<file path="src/rtl/parity_serial_rx_pkg.sv">
// Shared types and constants for the parity serial receiver.
package parity_pkg;
   localparam int FRAME_BITS      = 9;
   localparam int DATA_BITS       = 8;
   localparam int DEFAULT_TIMEOUT = 64;

   typedef enum logic [2:0] {
      IDLE, SHIFT, PBIT, LAUNCH, WAIT_HI, WAIT_LO, CHECK, DONE
   } rx_state_t;
endpackage

</file>
<file path="src/rtl/parity_serial_rx_if.sv">
// Serial input, parity-checker handshake and frame result signals of the receiver.
interface parity_serial_rx_if;
   import parity_pkg::*;

   logic                 ser_in;
   logic                 ser_valid;
   logic                 ser_sof;
   logic                 chk_busy;
   logic                 chk_odd;
   logic                 chk_even;
   logic [DATA_BITS-1:0] chk_data;
   logic                 chk_start;
   logic [DATA_BITS-1:0] rx_data;
   logic                 rx_valid;
   logic                 rx_ok;
   logic                 rx_timeout;
   logic                 overrun;

   modport master (
      output ser_in, ser_valid, ser_sof, chk_busy, chk_odd, chk_even,
      input  chk_data, chk_start, rx_data, rx_valid, rx_ok, rx_timeout, overrun
   );

   modport slave (
      input  ser_in, ser_valid, ser_sof, chk_busy, chk_odd, chk_even,
      output chk_data, chk_start, rx_data, rx_valid, rx_ok, rx_timeout, overrun
   );
endinterface

</file>
<file path="src/rtl/parity_serial_rx_shifter.sv">
// LSB-first deserializer: data byte, bit counter and parity-bit capture.
module parity_rx_shifter
   import parity_pkg::*;
(
   input  logic                 clk,
   input  logic                 rst,
   input  logic                 ser_in,
   input  logic                 load_first,
   input  logic                 shift_en,
   input  logic                 par_en,
   output logic [DATA_BITS-1:0] data,
   output logic                 par_bit,
   output logic                 last_bit
);
   localparam int CNT_W = $clog2(FRAME_BITS);
   localparam int IDX_W = $clog2(DATA_BITS);

   logic [CNT_W-1:0] bit_cnt;

   // A new start bit wipes any partial byte so a restarted frame never mixes old bits.
   always_ff @(posedge clk) begin
      if (rst) begin
         data    <= '0;
         bit_cnt <= '0;
         par_bit <= 1'b0;
      end else if (load_first) begin
         data    <= DATA_BITS'(ser_in);
         bit_cnt <= CNT_W'(1);
      end else if (shift_en) begin
         data[bit_cnt[IDX_W-1:0]] <= ser_in;
         bit_cnt                  <= bit_cnt + CNT_W'(1);
      end else if (par_en) begin
         par_bit <= ser_in;
         bit_cnt <= '0;
      end
   end

   assign last_bit = (bit_cnt == CNT_W'(DATA_BITS - 1));
endmodule

</file>
<file path="src/rtl/parity_serial_rx.sv">
// Serial frame receiver that hands each byte to an external parity checker.
// Optional PARITY_RX_ERRCNT_EN adds a saturating err_cnt of failed frames.
module parity_serial_rx
   import parity_pkg::*;
#(
   parameter bit PARITY_ODD = 1'b0,
   parameter int TIMEOUT    = DEFAULT_TIMEOUT
) (
   input logic               clk,
   input logic               rst,
   parity_serial_rx_if.slave bus
`ifdef PARITY_RX_ERRCNT_EN
   ,
   output logic [7:0]        err_cnt
`endif
);
   localparam int TW = $clog2(TIMEOUT + 1);

   rx_state_t            state;
   logic [TW-1:0]        tcnt;
   logic                 sof_hit;
   logic                 load_first;
   logic                 shift_en;
   logic                 par_en;
   logic                 timed_out;
   logic [DATA_BITS-1:0] sh_data;
   logic                 par_bit;
   logic                 last_bit;

   assign sof_hit   = bus.ser_valid && bus.ser_sof;
   assign timed_out = (tcnt == TW'(TIMEOUT));

   always_comb begin
      load_first = 1'b0;
      shift_en   = 1'b0;
      par_en     = 1'b0;
      case (state)
         IDLE:  load_first = sof_hit;
         SHIFT: begin
            load_first = sof_hit;
            shift_en   = bus.ser_valid && !bus.ser_sof;
         end
         PBIT:  begin
            load_first = sof_hit;
            par_en     = bus.ser_valid && !bus.ser_sof;
         end
         default: ;
      endcase
   end

   parity_rx_shifter u_shifter (
      .clk        (clk),
      .rst        (rst),
      .ser_in     (bus.ser_in),
      .load_first (load_first),
      .shift_en   (shift_en),
      .par_en     (par_en),
      .data       (sh_data),
      .par_bit    (par_bit),
      .last_bit   (last_bit)
   );

   // Each wait state restarts tcnt; a stalled checker still yields a DONE strobe flagged as timeout.
   always_ff @(posedge clk) begin
      if (rst) begin
         state          <= IDLE;
         tcnt           <= '0;
         bus.chk_data   <= '0;
         bus.chk_start  <= 1'b0;
         bus.rx_data    <= '0;
         bus.rx_valid   <= 1'b0;
         bus.rx_ok      <= 1'b0;
         bus.rx_timeout <= 1'b0;
         bus.overrun    <= 1'b0;
      end else begin
         bus.chk_start <= 1'b0;
         bus.rx_valid  <= 1'b0;
         case (state)
            IDLE: if (sof_hit) state <= SHIFT;
            SHIFT: begin
               if (sof_hit)
                  bus.overrun <= 1'b1;
               else if (bus.ser_valid && last_bit)
                  state <= PBIT;
            end
            PBIT: begin
               if (sof_hit) begin
                  bus.overrun <= 1'b1;
                  state       <= SHIFT;
               end else if (bus.ser_valid) begin
                  bus.chk_data  <= sh_data;
                  bus.chk_start <= 1'b1;
                  state         <= LAUNCH;
               end
            end
            LAUNCH: begin
               tcnt  <= '0;
               state <= WAIT_HI;
            end
            WAIT_HI, WAIT_LO: begin
               if ((state == WAIT_HI) && bus.chk_busy) begin
                  tcnt  <= '0;
                  state <= WAIT_LO;
               end else if ((state == WAIT_LO) && !bus.chk_busy) begin
                  state <= CHECK;
               end else if (timed_out) begin
                  bus.rx_data    <= sh_data;
                  bus.rx_ok      <= 1'b0;
                  bus.rx_timeout <= 1'b1;
                  bus.rx_valid   <= 1'b1;
                  state          <= DONE;
               end else begin
                  tcnt <= tcnt + TW'(1);
               end
            end
            CHECK: begin
               bus.rx_data    <= sh_data;
               bus.rx_ok      <= (par_bit == (bus.chk_odd ^ PARITY_ODD)) && (bus.chk_odd ^ bus.chk_even);
               bus.rx_timeout <= 1'b0;
               bus.rx_valid   <= 1'b1;
               state          <= DONE;
            end
            DONE:    state <= IDLE;
            default: state <= IDLE;
         endcase
         if (bus.ser_valid && (state inside {LAUNCH, WAIT_HI, WAIT_LO, CHECK, DONE}))
            bus.overrun <= 1'b1;
      end
   end

`ifdef PARITY_RX_ERRCNT_EN
   always_ff @(posedge clk) begin
      if (rst)
         err_cnt <= 8'd0;
      else if ((state == DONE) && !bus.rx_ok && (err_cnt != 8'hFF))
         err_cnt <= err_cnt + 8'd1;
   end
`endif
endmodule
</file>
<file path="src/flat_wrapper.sv">
// flat-port wrapper written by rule: the top's interface ports become plain ports
module parity_serial_rx_flat import parity_pkg::*;
#(
   parameter bit PARITY_ODD = 1'b0,
   parameter int TIMEOUT    = DEFAULT_TIMEOUT
)
  (clk, rst, bus_ser_in, bus_ser_valid, bus_ser_sof, bus_chk_busy, bus_chk_odd, bus_chk_even, bus_chk_data, bus_chk_start, bus_rx_data, bus_rx_valid, bus_rx_ok, bus_rx_timeout, bus_overrun);
  parity_serial_rx_if bus_i ();
  input logic clk;
  input logic rst;
  input wire logic [$bits(bus_i.ser_in)-1:0] bus_ser_in;
  input wire logic [$bits(bus_i.ser_valid)-1:0] bus_ser_valid;
  input wire logic [$bits(bus_i.ser_sof)-1:0] bus_ser_sof;
  input wire logic [$bits(bus_i.chk_busy)-1:0] bus_chk_busy;
  input wire logic [$bits(bus_i.chk_odd)-1:0] bus_chk_odd;
  input wire logic [$bits(bus_i.chk_even)-1:0] bus_chk_even;
  output wire logic [$bits(bus_i.chk_data)-1:0] bus_chk_data;
  output wire logic [$bits(bus_i.chk_start)-1:0] bus_chk_start;
  output wire logic [$bits(bus_i.rx_data)-1:0] bus_rx_data;
  output wire logic [$bits(bus_i.rx_valid)-1:0] bus_rx_valid;
  output wire logic [$bits(bus_i.rx_ok)-1:0] bus_rx_ok;
  output wire logic [$bits(bus_i.rx_timeout)-1:0] bus_rx_timeout;
  output wire logic [$bits(bus_i.overrun)-1:0] bus_overrun;
  assign bus_i.ser_in = bus_ser_in;
  assign bus_i.ser_valid = bus_ser_valid;
  assign bus_i.ser_sof = bus_ser_sof;
  assign bus_i.chk_busy = bus_chk_busy;
  assign bus_i.chk_odd = bus_chk_odd;
  assign bus_i.chk_even = bus_chk_even;
  assign bus_chk_data = bus_i.chk_data;
  assign bus_chk_start = bus_i.chk_start;
  assign bus_rx_data = bus_i.rx_data;
  assign bus_rx_valid = bus_i.rx_valid;
  assign bus_rx_ok = bus_i.rx_ok;
  assign bus_rx_timeout = bus_i.rx_timeout;
  assign bus_overrun = bus_i.overrun;
  parity_serial_rx #(.PARITY_ODD(PARITY_ODD), .TIMEOUT(TIMEOUT)) u_core (.clk(clk), .rst(rst), .bus(bus_i));
endmodule
</file>
<file path="config.mk">
export PLATFORM = sky130hd
export DESIGN_NAME = parity_serial_rx_flat
export DESIGN_NICKNAME = d
export VERILOG_FILES = /design/src/rtl/parity_serial_rx_pkg.sv /design/src/rtl/parity_serial_rx_if.sv /design/src/rtl/parity_serial_rx_shifter.sv /design/src/rtl/parity_serial_rx.sv /design/src/flat_wrapper.sv
export SDC_FILE = /design/constraint.sdc
export NUM_CORES = 1
export LEC_CHECK = 0
export ABC_AREA = 1
export ABC_CLOCK_PERIOD_IN_PS = 2400
export BUFFER_PORTS_ARGS = -buffer_cell sky130_fd_sc_hd__buf_2
export CAP_MARGIN = 10
export CORE_MARGIN = 3
export CORE_UTILIZATION = 30
export DETAILED_ROUTE_END_ITERATION = 7
export GPL_ROUTABILITY_DRIVEN = 1
export MAX_ROUTING_LAYER = met4
export PLACE_DENSITY = 0.43
export SLEW_MARGIN = 30
export SYNTH_ARGS = -nofsm -noshare
export SYNTH_HDL_FRONTEND = slang
export SYNTH_HIERARCHICAL = 1
export SYNTH_SLANG_ARGS = --single-unit
</file>
<file path="constraint.sdc">
create_clock -name clk -period 2.4 [get_ports clk]
set_input_delay 0.48 -clock clk [delete_from_list [all_inputs] [get_ports clk]]
set_output_delay 0.48 -clock clk [all_outputs]
set_load 0.05 [all_outputs]
</file>
==> results.ini <==
[outcome]
status=finished clean

[routing]
final_antenna_net_count=0
wl_mm=5.186
drc_errors=0
via_per_inst=4.373
drt-pass1-iter-count=4
routedWlPerCell_um=11.52
vias=1968
drt-initial-drc-count=80

[critical_path]
worstPathMaxFanout=11
arrival_ns=2.05
r2r_setup_slack_ns=0.58
path_class=flip-flop to flip-flop
r2r-end=u_core/u_shifter/bit_cnt[0]$_SDFFE_PP0P_
rr_worst_depth=6
worst_r2r_startpoint=u_core/state[2]$_SDFFE_PP0P_
critPathLaunchType=flip-flop
cp-end-kind=flip-flop
crit_required_ns=2.62

[floorplanning]
dieWidth_um=91.02
fp-row-count=30
die_h_um=91.02
initial_utilization=0.3139
core_sq_um=6907
fp.dieArea_sq_um=8284
io_pins=29

[cts]
post_cts.repair.setup_buffers=0
hold_buffers=0
clkSlewWorstSetupHoldPaths_ns=0.09
cts-buffers-inserted=5
cts.sinks=44
ctsRootBufferMaster=clkbuf_8
cts_resized=0
cts_tree=built
clockBufferDepth=2
clk_latency_ns=0.29
h-tree-depth=2

[sta]
setup_violations=0
fin_crit_sh=0.7604
final.setup_skew_ns=0.005881
final_period_minus_worst_setup_slack_ns=1.825
hold_viol_final=0
report.final.slew_viol_count=0
rsz0062_at_grt=false
holdWs_ns=0.4631
setup_tns_ns=0
tightest_slew_ns=0.4274
fmax_mhz=548.0
slew_headroom=0.7147

[synthesis]
yosys_warnings=6
synthesis.nets=334
synthXorXnorAreaFrac=0
synth_cells=323
yosys.area_share.simple=0.3878
netlist_top_cells_area=dfxtp_1 (41%), nand2_1 (13%), nor2_1 (10%), inv_1 (6.1%), nand3_1 (6.0%)
synth_top_family_by_area=simple AND/OR/NAND/NOR gates
synth.top_cell.area_share=0.4062
ys_types=25
synth.cell_area_sq_um=2168
syn_area_per_cell_sq_um=6.713
yosysSeqAreaShare=0.4062
synth-compound-area-share=0.1004
synth.area.mux_share=0
ys_seq_elements=44
yosysTopAreaCell=dfxtp_1
synthAdderAreaFrac=0.01731

[finish]
utilization=0.3611
final_cell_area_sq_um=2494
fillers=788
nNetsFinal=364
layout-drive-gt1-share=0.1751
multi_input_area_sq_um=1096
n_antenna_cell=0
syn_to_final_growth_pct=15.00
seq_area_sq_um=880.8

[global_routing]
grt_max_degree=20
grtUsageTotal=0.1366
antenna_found_initial=0
grt-ovfl-total=0
grt_first_pass_wirelength_mm=8.942
first_global_vias=1834

[power_and_ir_drop]
power_density_nw_per_um2=852.0
p_leak_nw=1.147
max-vdd-ir-drop_v=0.0002540

[placed_design]
dpl_cell_area_sq_um=2400
portBuffers=28
routabilityCongestion=0.7984
dp_hpwl_mm=3.845

[min_path]
min-delay-start=u_core/bus.rx_timeout$_SDFFE_PP0P_
hold_class=flip-flop to flip-flop
holdPathEnd=u_core/bus.rx_timeout$_SDFFE_PP0P_
holdPathStages=2

[job]
drv_cap=0

[routing by layer]
layer / up-vias / track usage / wire length, um
met3: 4 / 0.03231 / 243
met1: 854 / 0.1949 / 2810
met5: - / - / 0
met2: 31 / 0.1882 / 2077
li1: 1079 / - / -
met4: 0 / 0.04523 / 55
[logic make-up (layout without fill, tap and decap cells)]
logic type	Yosys count	count (layout)
AOI/OAI and AO/OA	41	41
adders and majority gates	3	3
DFF	44	44
and+or+nand+nor	189	189
buffers and inverters	46	77
[how the worst max path moves through the flow]
stage | startpoint | end | slack, ns | cells after the start
detailed placement | bus_ser_valid | u_core/u_shifter/bit_cnt[0]$_SDFFE_PP0P_ | 0.57 | 8
finish | u_core/state[2]$_SDFFE_PP0P_ | u_core/u_shifter/bit_cnt[0]$_SDFFE_PP0P_ | 0.58 | 6
CTS | u_core/state[2]$_SDFFE_PP0P_ | u_core/u_shifter/bit_cnt[0]$_SDFFE_PP0P_ | 0.54 | 6
global placement | u_core/state[2]$_SDFFE_PP0P_ | u_core/u_shifter/bit_cnt[0]$_SDFFE_PP0P_ | 0.53 | 6
global route | u_core/state[2]$_SDFFE_PP0P_ | u_core/u_shifter/bit_cnt[2]$_SDFFE_PP0P_ | 0.33 | 6
floorplan | u_core/state[1]$_SDFFE_PP0P_ | u_core/u_shifter/bit_cnt[3]$_SDFFE_PP0P_ | 0.70 | 10
[state kept, by name, indices dropped and copies added, names as in the netlist, 3 cells and up]
name                      flops
u_core/tcnt                   7
u_core/state                  3
u_core/bus.rx_data            8
u_core/u_shifter/bit_cnt      4
u_core/u_shifter/data         8
u_core/bus.chk_data           8
[critical path: stages, from the launching register on]
cell and delay (ns):
dfxtp_1 0.54, inv_1 0.18, nand3_2 0.21, clkinv_1 0.33, nor2_1 0.27, nand2_1 0.08, a31oi_1 0.14
[layout make-up]
class / instances / area share
timing repair buffer: 30 / 0.06222
inverter: 39 / 0.05921
tap: 96 / 0.04817
sequential: 44 / 0.3532
clock buffer: 7 / 0.03462
multi-input combinational: 233 / 0.4395
clock inverter: 1 / 0.003011
[cell usage in the layout (no fill, tap or decap)]
cell and instances:
nand2_2 4, dfxtp_1 44, nand3_2 3, a21oi_2 1, inv_1 35, a31oi_1 2
clkinv_2 1, nand3_1 26, a41oi_1 1, o21a_1 1, clkbuf_8 6, nand3_4 1
nand2_1 77, buf_4 2, clkinv_1 1, nand4_1 2, buf_2 28, nor2_2 10
o21ai_0 16, nor2_4 3, nor3_1 3, ha_1 3, clkbuf_1 1, nor2_1 60
a21oi_1 20, inv_2 2, clkinvlp_4 1
[through the flow]
stage	power [mW]	setup WS, ns	cells
after floorplan	1.509	0.7040	323
after global placement	1.654	0.5255	442
after detailed placement	1.649	0.5685	442
after CTS	2.157	0.5362	450
after global routing	2.288	0.3309	450
final	2.125	0.5750	450
[power by group]
part / total, mW / switching (mW) / internal, mW
Clock: 0.498 / 0.264 / 0.235
Sequential: 0.895 / 0.0814 / 0.813
Combinational: 0.732 / 0.527 / 0.204
Total: 2.12 / 0.873 / 1.25
[Yosys cell counts, drive strengths merged]
cell,n
a21oi,21
dfxtp,44
o21ai,16
clkinv,2
nand4,2
clkbuf,3
ha,3
inv,37
a31oi,2
nor3,3
nor2,73
buf,4
o21a,1
nand3,30
nand2,81
a41oi,1
(Power assumes the default switching activity.)
